$ cat src/rtl/fpu_pkg.sv
// Shared FPU constants, result flag indices and the sqrt special-operand class.
package fpu_pkg;

  localparam int TAG_W = 6;

  localparam logic [31:0] FP_QNAN  = 32'h7fc00000;
  localparam logic [31:0] FP_PINF  = 32'h7f800000;
  localparam logic [31:0] FP_NZERO = 32'h80000000;

  localparam int FLG_INVALID = 1;
  localparam int FLG_INEXACT = 0;

  typedef enum logic [1:0] {
    CLS_NORM    = 2'd0,
    CLS_INVALID = 2'd1,
    CLS_PINF    = 2'd2,
    CLS_NZERO   = 2'd3
  } sqrt_cls_e;

  // NaN of either sign and any negative nonzero value (incl. -inf) are invalid.
  function automatic sqrt_cls_e sqrt_classify(input logic [31:0] a);
    sqrt_cls_e c;
    c = CLS_NORM;
    if ((a[30:23] == 8'hff) && (a[22:0] != 23'h0)) c = CLS_INVALID;
    else if (a[31] && (a[30:0] != 31'h0))          c = CLS_INVALID;
    else if (a == FP_PINF)                         c = CLS_PINF;
    else if (a == FP_NZERO)                        c = CLS_NZERO;
    return c;
  endfunction

endpackage

$ cat src/rtl/fpu_sqrt_issue_if.sv
// Request/result handshake bundle between FPU dispatch, the sqrt issue block and its consumer.
interface fpu_sqrt_issue_if #(parameter int TAG_W = fpu_pkg::TAG_W);
  logic             in_valid;
  logic             in_ready;
  logic [31:0]      in_x;
  logic [TAG_W-1:0] in_tag;
  logic             out_valid;
  logic             out_ready;
  logic [31:0]      out_y;
  logic [TAG_W-1:0] out_tag;
  logic [1:0]       out_flags;
  logic             busy;

  modport master (
    output in_valid, in_x, in_tag, out_ready,
    input  in_ready, out_valid, out_y, out_tag, out_flags, busy
  );

  modport slave (
    input  in_valid, in_x, in_tag, out_ready,
    output in_ready, out_valid, out_y, out_tag, out_flags, busy
  );
endinterface

$ cat src/rtl/fpu_result_fifo.sv
// Generic fall-through result FIFO; DEPTH must be a power of two (wrap-bit pointers).
module fpu_result_fifo #(
  parameter int W     = 8,
  parameter int DEPTH = 4
) (
  input  logic         clk,
  input  logic         rstn,
  input  logic         push,
  input  logic         pop,
  input  logic [W-1:0] wdata,
  output logic [W-1:0] rdata,
  output logic         empty,
  output logic         full
);
  localparam int AW = $clog2(DEPTH);
  localparam logic [AW:0] PTR_ONE = 1;

  logic [W-1:0] mem [DEPTH];
  logic [AW:0]  wr_ptr, rd_ptr;

  assign empty = (wr_ptr == rd_ptr);
  assign full  = (wr_ptr[AW] != rd_ptr[AW]) && (wr_ptr[AW-1:0] == rd_ptr[AW-1:0]);
  // Head is forced to zero when empty so stale entries never leak onto the bus.
  assign rdata = empty ? '0 : mem[rd_ptr[AW-1:0]];

  always_ff @(posedge clk)
    if (push) mem[wr_ptr[AW-1:0]] <= wdata;

  always_ff @(posedge clk or negedge rstn) begin
    if (!rstn) begin
      wr_ptr <= '0;
      rd_ptr <= '0;
    end else begin
      if (push) wr_ptr <= wr_ptr + PTR_ONE;
      if (pop)  rd_ptr <= rd_ptr + PTR_ONE;
    end
  end
endmodule

$ cat src/rtl/fpu_sqrt.sv
// Fixed-latency, non-stallable single-precision sqrt: NSTAGE+1 edges from x to y.
module fpu_sqrt #(
  parameter int NSTAGE = 5
) (
  input  logic        clk,
  input  logic        rstn,
  input  logic [31:0] x,
  output logic [31:0] y
);
  logic [31:0]              x_q;
  logic [NSTAGE-1:0][31:0]  r;

  // Denormals flush to signed zero; inf/NaN keep their payload with sign cleared.
  function automatic logic [31:0] fsqrt(input logic [31:0] a);
    logic [7:0]  e, ex;
    logic [47:0] rad;
    logic [23:0] root;
    logic [26:0] rem, trial;
    logic [31:0] res;
    e    = a[30:23];
    rad  = e[0] ? {1'b0, 1'b1, a[22:0], 23'b0} : {1'b1, a[22:0], 24'b0};
    root = '0;
    rem  = '0;
    for (int i = 23; i >= 0; i--) begin
      rem   = {rem[24:0], rad[2*i+1 -: 2]};
      trial = {1'b0, root, 2'b01};
      if (rem >= trial) begin
        rem  = rem - trial;
        root = {root[22:0], 1'b1};
      end else begin
        root = {root[22:0], 1'b0};
      end
    end
    ex  = 8'(({1'b0, e} + 9'd127) >> 1);
    res = {1'b0, ex, root[22:0]};
    if (e == 8'h00)      res = {a[31], 31'h0};
    else if (e == 8'hff) res = {1'b0, a[30:0]};
    return res;
  endfunction

  // The root resolves in the first stage; later stages are retiming slack.
  always_ff @(posedge clk or negedge rstn) begin
    if (!rstn) begin
      x_q <= '0;
      r   <= '0;
    end else begin
      x_q <= x;
      r   <= {r[NSTAGE-2:0], fsqrt(x_q)};
    end
  end

  assign y = r[NSTAGE-1];
endmodule

$ cat src/rtl/fpu_sqrt_issue.sv
// Valid/ready issue front end and result collector around the sqrt pipeline.
// Optional macro SQRT_EXC_EN: special-operand class rides with the tag and overrides y/flags.
module fpu_sqrt_issue
  import fpu_pkg::*;
#(
  parameter int LAT    = 6,
  parameter int NSTAGE = 5,
  parameter int TAG_W  = fpu_pkg::TAG_W,
  parameter int DEPTH  = 4
) (
  input  logic               clk,
  input  logic               rstn,
  fpu_sqrt_issue_if.slave    bus
);
  localparam int CW = $clog2(DEPTH + 1);
  localparam int FW = 32 + TAG_W + 2;
  localparam logic [CW-1:0] CR_ONE = 1;

  logic [CW-1:0]             credit;
  logic                      accept, pop, push;
  logic [31:0]               x, y;
  logic [LAT-1:0]            vld_pipe;
  logic [LAT-1:0][TAG_W-1:0] tag_pipe;
  logic [31:0]               cap_y;
  logic [1:0]                cap_flags;
  logic [FW-1:0]             head;
  logic                      empty, full;

  // Credit covers in-flight plus queued ops, so the FIFO always has room for
  // whatever emerges from the unstallable pipeline.
  assign bus.in_ready = rstn && (credit < CW'(DEPTH));
  assign accept       = bus.in_valid && bus.in_ready;
  assign pop          = bus.out_valid && bus.out_ready;
  assign push         = vld_pipe[LAT-1];
  assign x            = accept ? bus.in_x : 32'h0;
  assign bus.busy     = (credit != '0);

  fpu_sqrt #(.NSTAGE(NSTAGE)) u_sqrt (
    .clk  (clk),
    .rstn (rstn),
    .x    (x),
    .y    (y)
  );

  // LAT must match the sqrt latency (NSTAGE+1) so entry LAT-1 lines up with y.
  always_ff @(posedge clk or negedge rstn) begin
    if (!rstn) begin
      vld_pipe <= '0;
      tag_pipe <= '0;
    end else begin
      vld_pipe <= {vld_pipe[LAT-2:0], accept};
      tag_pipe <= {tag_pipe[LAT-2:0], bus.in_tag};
    end
  end

`ifdef SQRT_EXC_EN
  logic [LAT-1:0][1:0] cls_pipe;

  always_ff @(posedge clk or negedge rstn) begin
    if (!rstn) cls_pipe <= '0;
    else       cls_pipe <= {cls_pipe[LAT-2:0], 2'(sqrt_classify(bus.in_x))};
  end

  always_comb begin
    cap_y     = y;
    cap_flags = 2'b00;
    case (sqrt_cls_e'(cls_pipe[LAT-1]))
      CLS_INVALID: begin
        cap_y                  = FP_QNAN;
        cap_flags[FLG_INVALID] = 1'b1;
      end
      CLS_PINF:  cap_y = FP_PINF;
      CLS_NZERO: cap_y = FP_NZERO;
      default:   cap_y = y;
    endcase
    cap_flags[FLG_INEXACT] = 1'b0;
  end
`else
  assign cap_y     = y;
  assign cap_flags = 2'b00;
`endif

  fpu_result_fifo #(.W(FW), .DEPTH(DEPTH)) u_fifo (
    .clk   (clk),
    .rstn  (rstn),
    .push  (push),
    .pop   (pop),
    .wdata ({cap_y, tag_pipe[LAT-1], cap_flags}),
    .rdata (head),
    .empty (empty),
    .full  (full)
  );

  assign bus.out_valid = !empty;
  assign {bus.out_y, bus.out_tag, bus.out_flags} = head;

  always_ff @(posedge clk or negedge rstn) begin
    if (!rstn) credit <= '0;
    else begin
      case ({accept, pop})
        2'b10:   credit <= credit + CR_ONE;
        2'b01:   credit <= credit - CR_ONE;
        default: credit <= credit;
      endcase
    end
  end

  a_no_overflow: assert property (@(posedge clk) disable iff (!rstn) !(push && full));
endmodule

$ cat src/flat_wrapper.sv
// flat-port wrapper written by rule: the top's interface ports become plain ports
module fpu_sqrt_issue_flat import fpu_pkg::*;
#(
  parameter int LAT    = 6,
  parameter int NSTAGE = 5,
  parameter int TAG_W  = fpu_pkg::TAG_W,
  parameter int DEPTH  = 4
)
  (clk, rstn, bus_in_valid, bus_in_x, bus_in_tag, bus_out_ready, bus_in_ready, bus_out_valid, bus_out_y, bus_out_tag, bus_out_flags, bus_busy);
  fpu_sqrt_issue_if #(.TAG_W(TAG_W)) bus_i ();
  input  logic clk;
  input  logic rstn;
  input wire logic [$bits(bus_i.in_valid)-1:0] bus_in_valid;
  input wire logic [$bits(bus_i.in_x)-1:0] bus_in_x;
  input wire logic [$bits(bus_i.in_tag)-1:0] bus_in_tag;
  input wire logic [$bits(bus_i.out_ready)-1:0] bus_out_ready;
  output wire logic [$bits(bus_i.in_ready)-1:0] bus_in_ready;
  output wire logic [$bits(bus_i.out_valid)-1:0] bus_out_valid;
  output wire logic [$bits(bus_i.out_y)-1:0] bus_out_y;
  output wire logic [$bits(bus_i.out_tag)-1:0] bus_out_tag;
  output wire logic [$bits(bus_i.out_flags)-1:0] bus_out_flags;
  output wire logic [$bits(bus_i.busy)-1:0] bus_busy;
  assign bus_i.in_valid = bus_in_valid;
  assign bus_i.in_x = bus_in_x;
  assign bus_i.in_tag = bus_in_tag;
  assign bus_i.out_ready = bus_out_ready;
  assign bus_in_ready = bus_i.in_ready;
  assign bus_out_valid = bus_i.out_valid;
  assign bus_out_y = bus_i.out_y;
  assign bus_out_tag = bus_i.out_tag;
  assign bus_out_flags = bus_i.out_flags;
  assign bus_busy = bus_i.busy;
  fpu_sqrt_issue #(.LAT(LAT), .NSTAGE(NSTAGE), .TAG_W(TAG_W), .DEPTH(DEPTH)) u_core (.clk(clk), .rstn(rstn), .bus(bus_i));
endmodule
$ cat config.mk
export PLATFORM = sky130hd
export DESIGN_NAME = fpu_sqrt_issue_flat
export DESIGN_NICKNAME = d
export VERILOG_FILES = /design/src/rtl/fpu_pkg.sv /design/src/rtl/fpu_sqrt_issue_if.sv /design/src/rtl/fpu_result_fifo.sv /design/src/rtl/fpu_sqrt.sv /design/src/rtl/fpu_sqrt_issue.sv /design/src/flat_wrapper.sv
export SDC_FILE = /design/constraint.sdc
export NUM_CORES = 1
export LEC_CHECK = 0
export ABC_CLOCK_PERIOD_IN_PS = 154300
export BUFFER_PORTS_ARGS = -buffer_cell sky130_fd_sc_hd__buf_2
export CAP_MARGIN = 20
export CELL_PAD_IN_SITES_DETAIL_PLACEMENT = 1
export CELL_PAD_IN_SITES_GLOBAL_PLACEMENT = 2
export CORE_MARGIN = 1
export CORE_UTILIZATION = 30
export CTS_BUF_LIST = sky130_fd_sc_hd__clkbuf_4
export CTS_CLUSTER_DIAMETER = 60
export DETAILED_ROUTE_END_ITERATION = 12
export GPL_TIMING_DRIVEN = 1
export HOLD_SLACK_MARGIN = 0.05
export PLACE_DENSITY_LB_ADDON = 0.1
export SETUP_SLACK_MARGIN = 0.5
export SLEW_MARGIN = 5
export SYNTH_ARGS = -nofsm -noshare
export SYNTH_HDL_FRONTEND = slang
export SYNTH_SLANG_ARGS = --single-unit
$ cat constraint.sdc
create_clock -name clk -period 154.3 [get_ports clk]
set_input_delay 15.43 -clock clk [delete_from_list [all_inputs] [get_ports clk]]
set_output_delay 15.43 -clock clk [all_outputs]
set_load 0.005 [all_outputs]
# [Word level (Yosys, flattened, before mapping)]
# Memory sizes are Yosys's and may differ from the RTL's.
# Cells that the tools add are included.
[totals] register_bits=243 wordCells=136 ram_bits=152 n_memories=1
[classes] n_reduce_logical=7 eq_ne=4 mux=55 add_sub_neg=28 order_cmp=25
[mem_list] memory="u_core.u_fifo.mem" words=4 width=38 rd=1 rd_clocked_by_memory_dff=0 write_ports=1 line_no="fpu_result_fifo.sv:18" text="logic [W-1:0] mem [DEPTH];"
[op_table] op="25-bit 2-to-1 mux" count=23
[op_table] op="32-bit 2-to-1 mux" count=2
[op_table] op="48-bit 2-to-1 mux" count=1
[op_table] op="40-bit 2-to-1 mux" count=1
[op_table] op="31-bit 2-to-1 mux" count=1
[op_table] op="27-bit by 10-bit greater-or-equal comparator with 1-bit output" count=1
[op_table] op="27-bit by 11-bit greater-or-equal comparator with 1-bit output" count=1
[op_table] op="27-bit by 12-bit greater-or-equal comparator with 1-bit output" count=1
[op_table] op="27-bit by 13-bit greater-or-equal comparator with 1-bit output" count=1
[op_table] op="27-bit by 14-bit greater-or-equal comparator with 1-bit output" count=1
[op_table] op="27-bit by 15-bit greater-or-equal comparator with 1-bit output" count=1
[op_table] op="27-bit by 16-bit greater-or-equal comparator with 1-bit output" count=1
[op_table] op="27-bit by 17-bit greater-or-equal comparator with 1-bit output" count=1
[op_table] op="27-bit by 18-bit greater-or-equal comparator with 1-bit output" count=1
[op_table] op="27-bit by 19-bit greater-or-equal comparator with 1-bit output" count=1
[op_table] op="27-bit by 20-bit greater-or-equal comparator with 1-bit output" count=1
[op_table] op="27-bit by 21-bit greater-or-equal comparator with 1-bit output" count=1
[op_table] op="27-bit by 22-bit greater-or-equal comparator with 1-bit output" count=1
[op_table] op="27-bit by 23-bit greater-or-equal comparator with 1-bit output" count=1
[op_table] op="27-bit by 24-bit greater-or-equal comparator with 1-bit output" count=1
[op_table] op="27-bit by 25-bit greater-or-equal comparator with 1-bit output" count=1
[op_table] op="27-bit by 3-bit greater-or-equal comparator with 1-bit output" count=1
[op_table] op="27-bit by 4-bit greater-or-equal comparator with 1-bit output" count=1
[op_table] op="27-bit by 5-bit greater-or-equal comparator with 1-bit output" count=1
[op_table] op="other kinds (43)" count=72

# [Logic depth before layout (Yosys ltp)]
# Gate-level depths: netlist (run 1).
[depth] word_depth=51 ltp_mapped=353 ltp_nobuf=318

# [Cells and area by module]
# Synthesis (run 1) repeated with hierarchy kept, for this count alone.
[hier_totals] cells_unflattened=4325 area_unflattened_um2=37895.1
[modules_own_cells] module="fpu_sqrt" cells_per_inst=3931 instances=1 seq_area_each_um2=4804.6 area_each_um2=29844.9
[modules_own_cells] module="fpu_result_fifo" cells_per_inst=293 instances=1 seq_area_each_um2=4954.8 area_each_um2=6546.3
[modules_own_cells] module="fpu_sqrt_issue" cells_per_inst=101 instances=1 seq_area_each_um2=1126.1 area_each_um2=1503.9

# [Worst setup path before layout (run 1)]
# Ideal clock, no wire load.
[synth_timing] path_kind="reg2reg" startpoint="reg u_core.u_sqrt.x_q[23]" endpoint="reg u_core.u_sqrt.r[0] (netlist name)" path_stages_with_launch=333 t_arrival_ps=64232 path_slack_ps=90001 path_buffers=41 setup_ps=66 period_less_slack_ps=64299 cell_sequence="dfrtp_1 buf_2 buf_1 nand2_1 a21boi_0 ha_1 nor3_2 nor2_1 inv_2 clkbuf_1 o2111a_1 nand3_1 inv_1 mux2i_1 ha_1 a21o_1 a21oi_1 nand2_1 [297 not listed] o21bai_1 a21oi_1 o21ai_0 a21oi_1 o21bai_1 a21oi_1 o21bai_1 a21oi_1 xnor2_1 mux2_1 ha_1 nand4_1 nor3_1 nand4_1 o311ai_0 nor4_1 a311oi_1 o31a_1"
[synth_via] elab_chain_len=51 word_cells_on_any_way=99 cone_classes="add/sub: 23; order compare: 24; eq/ne: 1; mux: 50; reduce/logical: 1"
[synth_rtl] element="start, declared" line_no="fpu_sqrt.sv:10" text="logic [31:0] x_q;"
[synth_rtl] element="start signal, assigned" line_no="fpu_sqrt.sv:44" text="x_q <= '0;"
[synth_rtl] element="start signal, assigned" line_no="fpu_sqrt.sv:47" text="x_q <= x;"
[synth_rtl] element="48-bit 2-to-1 mux" line_no="fpu_sqrt.sv:21" text="rad = e[0] ? {1'b0, 1'b1, a[22:0], 23'b0} : {1'b1, a[22:0], 24'b0};"
[synth_rtl] element="2-bit by 1-bit subtractor with 3-bit output or 2-bit by 1-bit greater-or-equal comparator with 1-bit output (tied branches)" line_no="fpu_sqrt.sv:28, fpu_sqrt.sv:27"
[synth_rtl] element="25-bit 2-to-1 mux or 1-bit 2-to-1 mux (tied branches)" line_no="fpu_sqrt.sv:27" text="if (rem >= trial) begin"
[synth_rtl] element="25-bit by 3-bit subtractor with 25-bit output or 27-bit by 3-bit greater-or-equal comparator with 1-bit output (tied branches)" line_no="fpu_sqrt.sv:28, fpu_sqrt.sv:27"
[synth_rtl] element="25-bit 2-to-1 mux or 1-bit 2-to-1 mux (tied branches)" line_no="fpu_sqrt.sv:27"
[synth_rtl] element="25-bit by 4-bit subtractor with 25-bit output or 27-bit by 4-bit greater-or-equal comparator with 1-bit output (tied branches)" line_no="fpu_sqrt.sv:28, fpu_sqrt.sv:27"
[synth_rtl] element="25-bit 2-to-1 mux or 1-bit 2-to-1 mux (tied branches)" line_no="fpu_sqrt.sv:27"
[synth_rtl] element="25-bit by 5-bit subtractor with 25-bit output or 27-bit by 5-bit greater-or-equal comparator with 1-bit output (tied branches)" line_no="fpu_sqrt.sv:28, fpu_sqrt.sv:27"
[synth_rtl] element="[35 not listed]"
[synth_rtl] element="25-bit by 23-bit subtractor with 25-bit output or 27-bit by 23-bit greater-or-equal comparator with 1-bit output (tied branches)" line_no="fpu_sqrt.sv:28, fpu_sqrt.sv:27"
[synth_rtl] element="25-bit 2-to-1 mux or 1-bit 2-to-1 mux (tied branches)" line_no="fpu_sqrt.sv:27"
[synth_rtl] element="25-bit by 24-bit subtractor with 25-bit output or 27-bit by 24-bit greater-or-equal comparator with 1-bit output (tied branches)" line_no="fpu_sqrt.sv:28, fpu_sqrt.sv:27"
[synth_rtl] element="25-bit 2-to-1 mux or 1-bit 2-to-1 mux (tied branches)" line_no="fpu_sqrt.sv:27"
[synth_rtl] element="27-bit by 25-bit greater-or-equal comparator with 1-bit output" line_no="fpu_sqrt.sv:27"
[synth_rtl] element="1-bit 2-to-1 mux" line_no="fpu_sqrt.sv:27"
[synth_rtl] element="31-bit 2-to-1 mux" line_no="fpu_sqrt.sv:37" text="else if (e == 8'hff) res = {1'b0, a[30:0]};"
[synth_rtl] element="32-bit 2-to-1 mux *" line_no="fpu_sqrt.sv:36" text="if (e == 8'h00) res = {a[31], 31'h0};"
[synth_rtl] element="end signal, assigned" line_no="fpu_sqrt.sv:48" text="r <= {r[NSTAGE-2:0], fsqrt(x_q)};"
[synth_rtl] element="end, declared" line_no="fpu_sqrt.sv:11" text="logic [NSTAGE-1:0][31:0] r;"
# Every way passes the cells marked *; elsewhere a longest branch is shown, timed or not.
# A chain may end at the register's enable or synchronous reset.

# [Worst setup path in the final report (run 1)]
# Same ends and word-level chain as after synthesis.

==> flow_metrics.env, run 1 <==
export IMPL_whs_path_depth=0
export IMPL_drc=0
export IMPL_grt_util_all_layers=0.2149
export IMPL_yosys_most_used_dff="dfrtp_1"
export IMPL_core_area_um2=120400
export IMPL_final_layout_size_suffix_gt1_frac=0.1124
export IMPL_clock_fmax_mhz=13.25
export IMPL_grt_overflow=0
export IMPL_hp_start="u_core.u_sqrt.r[67]"
export IMPL_yosysTopAreaCell="dfrtp_1"
export IMPL_vias=32904
export IMPL_dpl_hpwl_um=105900
export IMPL_wl_per_cell_um=22.20
export IMPL_die_area_um2=123200
export IMPL_synth_edf_count=152
export IMPL_routed_wl_um=134100
export IMPL_cts_inserted_buffers=102
export IMPL_ctsResizeCount=0
export IMPL_cts_hold_fix_buffers=0
export IMPL_crit_path_start_kind="register"
export IMPL_cts_tree="done"
export IMPL_whs_ns=0.2680
export IMPL_finalNetCount=4692
export IMPL_clk_latency_ns=0.89
export IMPL_first_pass_iters=5
export IMPL_final_hold_viol_count=0
export IMPL_placed_cell_area_um2=38930
export IMPL_clock_skew_ns=0.09428
export IMPL_mappedNetlistArea_um2=36550
export IMPL_r2r_slack_ns=78.83
export IMPL_design_area_um2=40310
export IMPL_ys_top_cells_by_area="dfrtp_1 (17%), edfxtp_1 (12%), ha_1 (10%)"
export IMPL_setup_viol=0
export IMPL_finalCritPeriodShare=0.4891
export IMPL_start_util=0.3035
export IMPL_grt_max_degree=86
export IMPL_fin_cells=6041
export IMPL_postCtsSetupRepairBufs=0
export IMPL_relSlewSlack=0.2440
export IMPL_setup_tns_ns=0
export IMPL_syn_mean_instance_area_um2=8.687
export IMPL_synth_seq_area_share=0.2912
export IMPL_clk_pin_slew_ns=0.07
export IMPL_grt_pass1_vias=34274
export IMPL_viasPerCell=5.447
export IMPL_crit_required_ns=155.08
export IMPL_die_height_um=351.1
export IMPL_worstSetupEndpointType="register"
export IMPL_antenna_found_initial=14
export IMPL_worstPathArrival_ns=76.24
export IMPL_postSynthCellCount=4208
export IMPL_yosys_cell_types_count=132
export IMPL_rows=127
export IMPL_num_io_pins=85
export IMPL_area_growth_pct=10.27
export IMPL_rsz0062_at_grt="no"
export IMPL_synthArstFlopShare=0.6152
export IMPL_cp_max_fo=45
export IMPL_r2r_end="u_core.u_sqrt.r[0]"
export IMPL_port_buffers=82
export IMPL_placed_cells=5851
export IMPL_grt_pass1_wl_um=207600
export IMPL_min_period_ns=75.47
export IMPL_crit_slowest_cell="dfrtp_2"
export IMPL_drt_iter0_drc=1700
export IMPL_maxCapViolCount=0
export IMPL_yosys_area_top_type_share=0.1664
export IMPL_tightest_slew_ns=1.130
export IMPL_cts_root_buf="clkbuf_4"
export IMPL_cpMostUsedCell="a21oi_1"
export IMPL_timing_rr_start="u_core.u_sqrt.x_q[23]"
export IMPL_antenna_left=0
export IMPL_min_path_type="reg -> reg"
export IMPL_chipWidth_um=351.1
export IMPL_h_tree_depth=3
export IMPL_final_max_slew_violation_count=0
export IMPL_clockBufferDepth=3
export IMPL_cpPeakStageDelay_ns=0.95
export IMPL_yosys_register_bits=395
export IMPL_clkSinkCount=395
export IMPL_reg2reg_depth=309
export IMPL_globalplace_congestion=0.8505
export IMPL_crit_type="reg -> reg"
export IMPL_yosys_warnings=0
export IMPL_whs_endpoint="u_core.u_sqrt.r[99]"
export IMPL_outcome="finished, final reports clean"
## cells in the final DEF (no fill, tap or decap), drive strengths merged, types with 56 or more instances in the layout
cell	Yosys	final
nor3	84	84
nand2	334	334
nor2b	71	71
buf	54	131
and3	84	84
a21oi	440	440
o21bai	139	139
ha	305	305
xor2	92	92
nand3	106	106
dfrtp	243	243
nor2	344	344
and2	66	66
inv	204	208
edfxtp	152	152
clkbuf	70	160
a21o	101	101
xnor2	216	216
o21ai	215	215
nand4	56	56
## final cells by class
| class | instances | area [um2] |
|---|---|---|
| Fill cell | 14343 | 80140 |
| Timing Repair Buffer | 131 | 788.3 |
| Tap cell | 1612 | 2017 |
| Clock inverter | 24 | 161.4 |
| Inverter | 205 | 774.5 |
| Antenna cell | 6 | 15.01 |
| Multi-Input combinational cell | 3508 | 24700 |
| Clock buffer | 160 | 1201 |
| Sequential cell | 395 | 10650 |
## per-layer routing
metal	vias to the layer above	share of wire	routed length, um	track usage
met5	-	0.00026	35	0
met1	16283	0.49	65800	0.2980
met2	486	0.46	62100	0.3585
met3	150	0.027	3648	0.02057
li1	15979	-	-	-
met4	6	0.019	2555	0.04839
## registers in the layout, indices dropped and copies added (netlist names)
signal and cells:
u_core.credit 3, u_core.tag_pipe 36, u_core.u_fifo.mem 152, u_core.u_fifo.rd_ptr 3
u_core.u_fifo.wr_ptr 3, u_core.u_sqrt.r 128, u_core.u_sqrt.x_q 32, u_core.u_sqrt.y 32
u_core.vld_pipe 6
## per-stage QoR
stage          setup WS, ns  utilization
2_1_floorplan         90.00            -
3_3_place_gp          80.86       0.3232
3_5_place_dp          78.85       0.3232
4_1_cts               78.66       0.3345
5_1_grt               71.78       0.3346
6_report              78.83       0.3347
## logic make-up after synthesis
group                      synth area share
AOI/OAI and AO/OA                    0.2545
xor gates and xnor gates            0.07441
other                             0.0002055
muxes                               0.05165
buffers and inverters               0.03601
adders and majority gates            0.1055
and+or+nand+nor                      0.1865
DFF                                  0.2912
## cells in the mapped netlist, types with 42 or more instances
cell type,n
a21oi_1,435
nor2_1,341
nand2_1,330
ha_1,305
dfrtp_1,243
xnor2_1,214
o21ai_0,195
inv_1,185
edfxtp_1,152
o21bai_1,139
nand3_1,102
a21o_1,101
xor2_1,91
and3_1,84
nor3_1,77
nor2b_1,71
clkbuf_1,70
and2_1,65
nand4_1,55
mux2i_1,53
a31oi_1,48
o31ai_1,48
nand2b_1,42
## worst max-delay path by stage
stage                               start                  to  cells past startpoint
finish              u_core.u_sqrt.x_q[23]  u_core.u_sqrt.r[0]                    309
global route        u_core.u_sqrt.x_q[23]  u_core.u_sqrt.r[0]                    309
CTS                 u_core.u_sqrt.x_q[23]  u_core.u_sqrt.r[0]                    308
detailed placement  u_core.u_sqrt.x_q[23]  u_core.u_sqrt.r[0]                    308
global placement    u_core.u_sqrt.x_q[23]  u_core.u_sqrt.r[0]                    306
floorplan           u_core.u_sqrt.x_q[23]  u_core.u_sqrt.r[0]                    332
## worst max-delay path: cells and delay by family, from the launching register on
family	cells	cell delay (ns)
AO/OA/AOI/OAI	140	29.33
AND/OR/NAND/NOR	100	23.10
buffers and inverters	40	12.20
adder cells (fa/ha/maj)	23	7.64
multiplexers	6	1.77
flip-flops	1	0.95
Power of run 1 is not shown: default switching activity piles up to over one toggle a cycle in this logic, so the estimate is an artifact.
==> run 2: changes to the inputs <==
Settings changed: ABC_CLOCK_PERIOD_IN_PS 154300 to 67300.
Clock period 154.3 ns to 67.3 ns, I/O delays scaled along.
==> run 2 against run 1 <==
Worst setup slack worse by 73 ns. Routed wire length up 1.8%. Count of clock-buffer cells in the layout up 6. Utilization up 0.44 points. Worst hold slack better by 0.047 ns. Critical path depth down 6. Register-to-register slack worse by 73 ns. Flip-flop and latch count unchanged.
==> flow_metrics.env, run 2 (synthesis results as in run 1) <==
export IMPL_outcome="finished, final reports clean"
export IMPL_setup_tns_ns=0
export IMPL_cp_num_buf_inv=35
export IMPL_maxCapViolCount=0
export IMPL_finalCritPeriodShare=0.9087
export IMPL_pre_cts_slack_ns=0.6880
export IMPL_cp_max_fo=45
export IMPL_die_area_um2=123200
export IMPL_clock_fmax_mhz=16.35
export IMPL_final_max_slew_violation_count=0
export IMPL_cp_top_family="compound AO/OA/AOI/OAI gates"
export IMPL_min_period_ns=61.15
export IMPL_timing_rr_start="u_core.u_sqrt.x_q[23]"
export IMPL_cts_root_buf="clkbuf_4"
export IMPL_grt_pass1_wl_um=208800
export IMPL_final_common_cell="a21oi_1"
export IMPL_rows=127
export IMPL_clkSinkCount=395
export IMPL_whs_endpoint="u_core.tag_pipe[26]"
export IMPL_worstSetupEndpointType="register"
export IMPL_grt_util_all_layers=0.2178
export IMPL_final_layout_size_suffix_gt1_frac=0.1270
export IMPL_fin_ws_ns=6.146
export IMPL_final_hold_viol_count=0
export IMPL_antenna_found_initial=14
export IMPL_largest_reg_flops=152
export IMPL_clk_latency_ns=0.83
export IMPL_crit_type="reg -> reg"
export IMPL_cts_tree="done"
export IMPL_cpMostUsedCell="a21oi_1"
export IMPL_reg2reg_depth=303
export IMPL_core_area_um2=120400
export IMPL_drt_iter0_drc=1721
export IMPL_dpl_hpwl_um=107800
export IMPL_wl_per_cell_um=22.45
export IMPL_clock_skew_ns=0.06913
export IMPL_clockBufferDepth=3
export IMPL_setup_viol=0
export IMPL_chipWidth_um=351.1
export IMPL_clk_pin_slew_ns=0.07
export IMPL_grt_overflow=0
export IMPL_grt_max_degree=150
export IMPL_crit_path_start_kind="register"
export IMPL_routed_wl_um=136600
export IMPL_first_pass_iters=5
export IMPL_relSlewSlack=0.3547
export IMPL_start_util=0.3035
export IMPL_cts_inserted_buffers=102
export IMPL_h_tree_depth=3
export IMPL_vias=33118
export IMPL_r2r_end="u_core.u_sqrt.r[0]"
export IMPL_viasPerCell=5.444
export IMPL_min_path_type="reg -> reg"
export IMPL_antenna_left=0
export IMPL_worstPathArrival_ns=61.82
export IMPL_rsz0062_at_grt="no"
export IMPL_whs_path_depth=0
export IMPL_crit_slowest_cell="or4_1"
export IMPL_drc=0
export IMPL_cpPeakStageDelay_ns=0.57
export IMPL_finalNetCount=4726
export IMPL_port_buffers=82
export IMPL_final_cell_mix="a21oi_1 (430), nor2_1 (338), nand2_1 (329), ha_1 (305), dfrtp_1 (240)"
export IMPL_num_io_pins=85
export IMPL_area_growth_pct=11.73
export IMPL_tightest_slew_ns=0.9679
export IMPL_crit_required_ns=67.96
export IMPL_r2r_slack_ns=6.15
export IMPL_hp_start="u_core.tag_pipe[20]"
export IMPL_globalplace_congestion=0.8916
export IMPL_grt_pass1_vias=33929
export IMPL_die_height_um=351.1
[run 2: metrics by stage]
stage,hold WS (ns),util,cell area [um2],cells
6_report,0.3148,0.3391,40840,6083
5_1_grt,0.3072,0.3390,40830,6079
4_1_cts,0.3036,0.3363,40500,6060
3_5_place_dp,0.3356,0.3245,39090,5870
3_3_place_gp,0.3315,0.3245,39090,5870
2_1_floorplan,0.3312,-,36640,4232
[run 2: timing repair]
item	CTS	global route
setup buffers	0	13
gates cloned	0	1
endpoints found under the hold margin	0	0
resized for setup	1	66
hold buffers	0	0
pin swaps	0	5
setup endpoints to repair	1	2
[run 2: worst max-delay path by stage]
| stage | start | end | slack (ns) | depth (start not counted) |
|---|---|---|---|---|
| 6_report | u_core.u_sqrt.x_q[23] | u_core.u_sqrt.r[0] | 6.15 | 303 |
| 5_1_grt | u_core.u_sqrt.x_q[20] | u_core.u_sqrt.r[0] | 0.45 | 313 |
| 4_1_cts | u_core.u_sqrt.x_q[23] | u_core.u_sqrt.r[0] | 0.94 | 296 |
| 3_5_place_dp | u_core.u_sqrt.x_q[23] | u_core.u_sqrt.r[0] | 0.69 | 295 |
| 3_3_place_gp | u_core.u_sqrt.x_q[23] | u_core.u_sqrt.r[0] | 1.97 | 296 |
| 2_1_floorplan | u_core.u_sqrt.x_q[23] | u_core.u_sqrt.r[0] | 3.00 | 332 |
[run 2: layer usage]
layer | vias up | global-route usage | share of wire | routed length (um)
li1 | 16089 | - | - | -
met1 | 16445 | 0.3126 | 0.50 | 68470
met2 | 494 | 0.3601 | 0.46 | 62800
met3 | 88 | 0.01576 | 0.028 | 3778
met4 | 2 | 0.03663 | 0.011 | 1514
met5 | - | 0 | 0.000095 | 13
[run 2: layout make-up]
cell class,instances,area (um2)
multi-input combinational,3509,24850
inverter,205,817.0
antenna,8,20.02
fill,14279,79610
sequential,395,10650
timing repair buffer,164,1075
clock inverter,24,167.7
tap,1612,2017
clock buffer,166,1246
Power of run 2 is left out for the same reason.
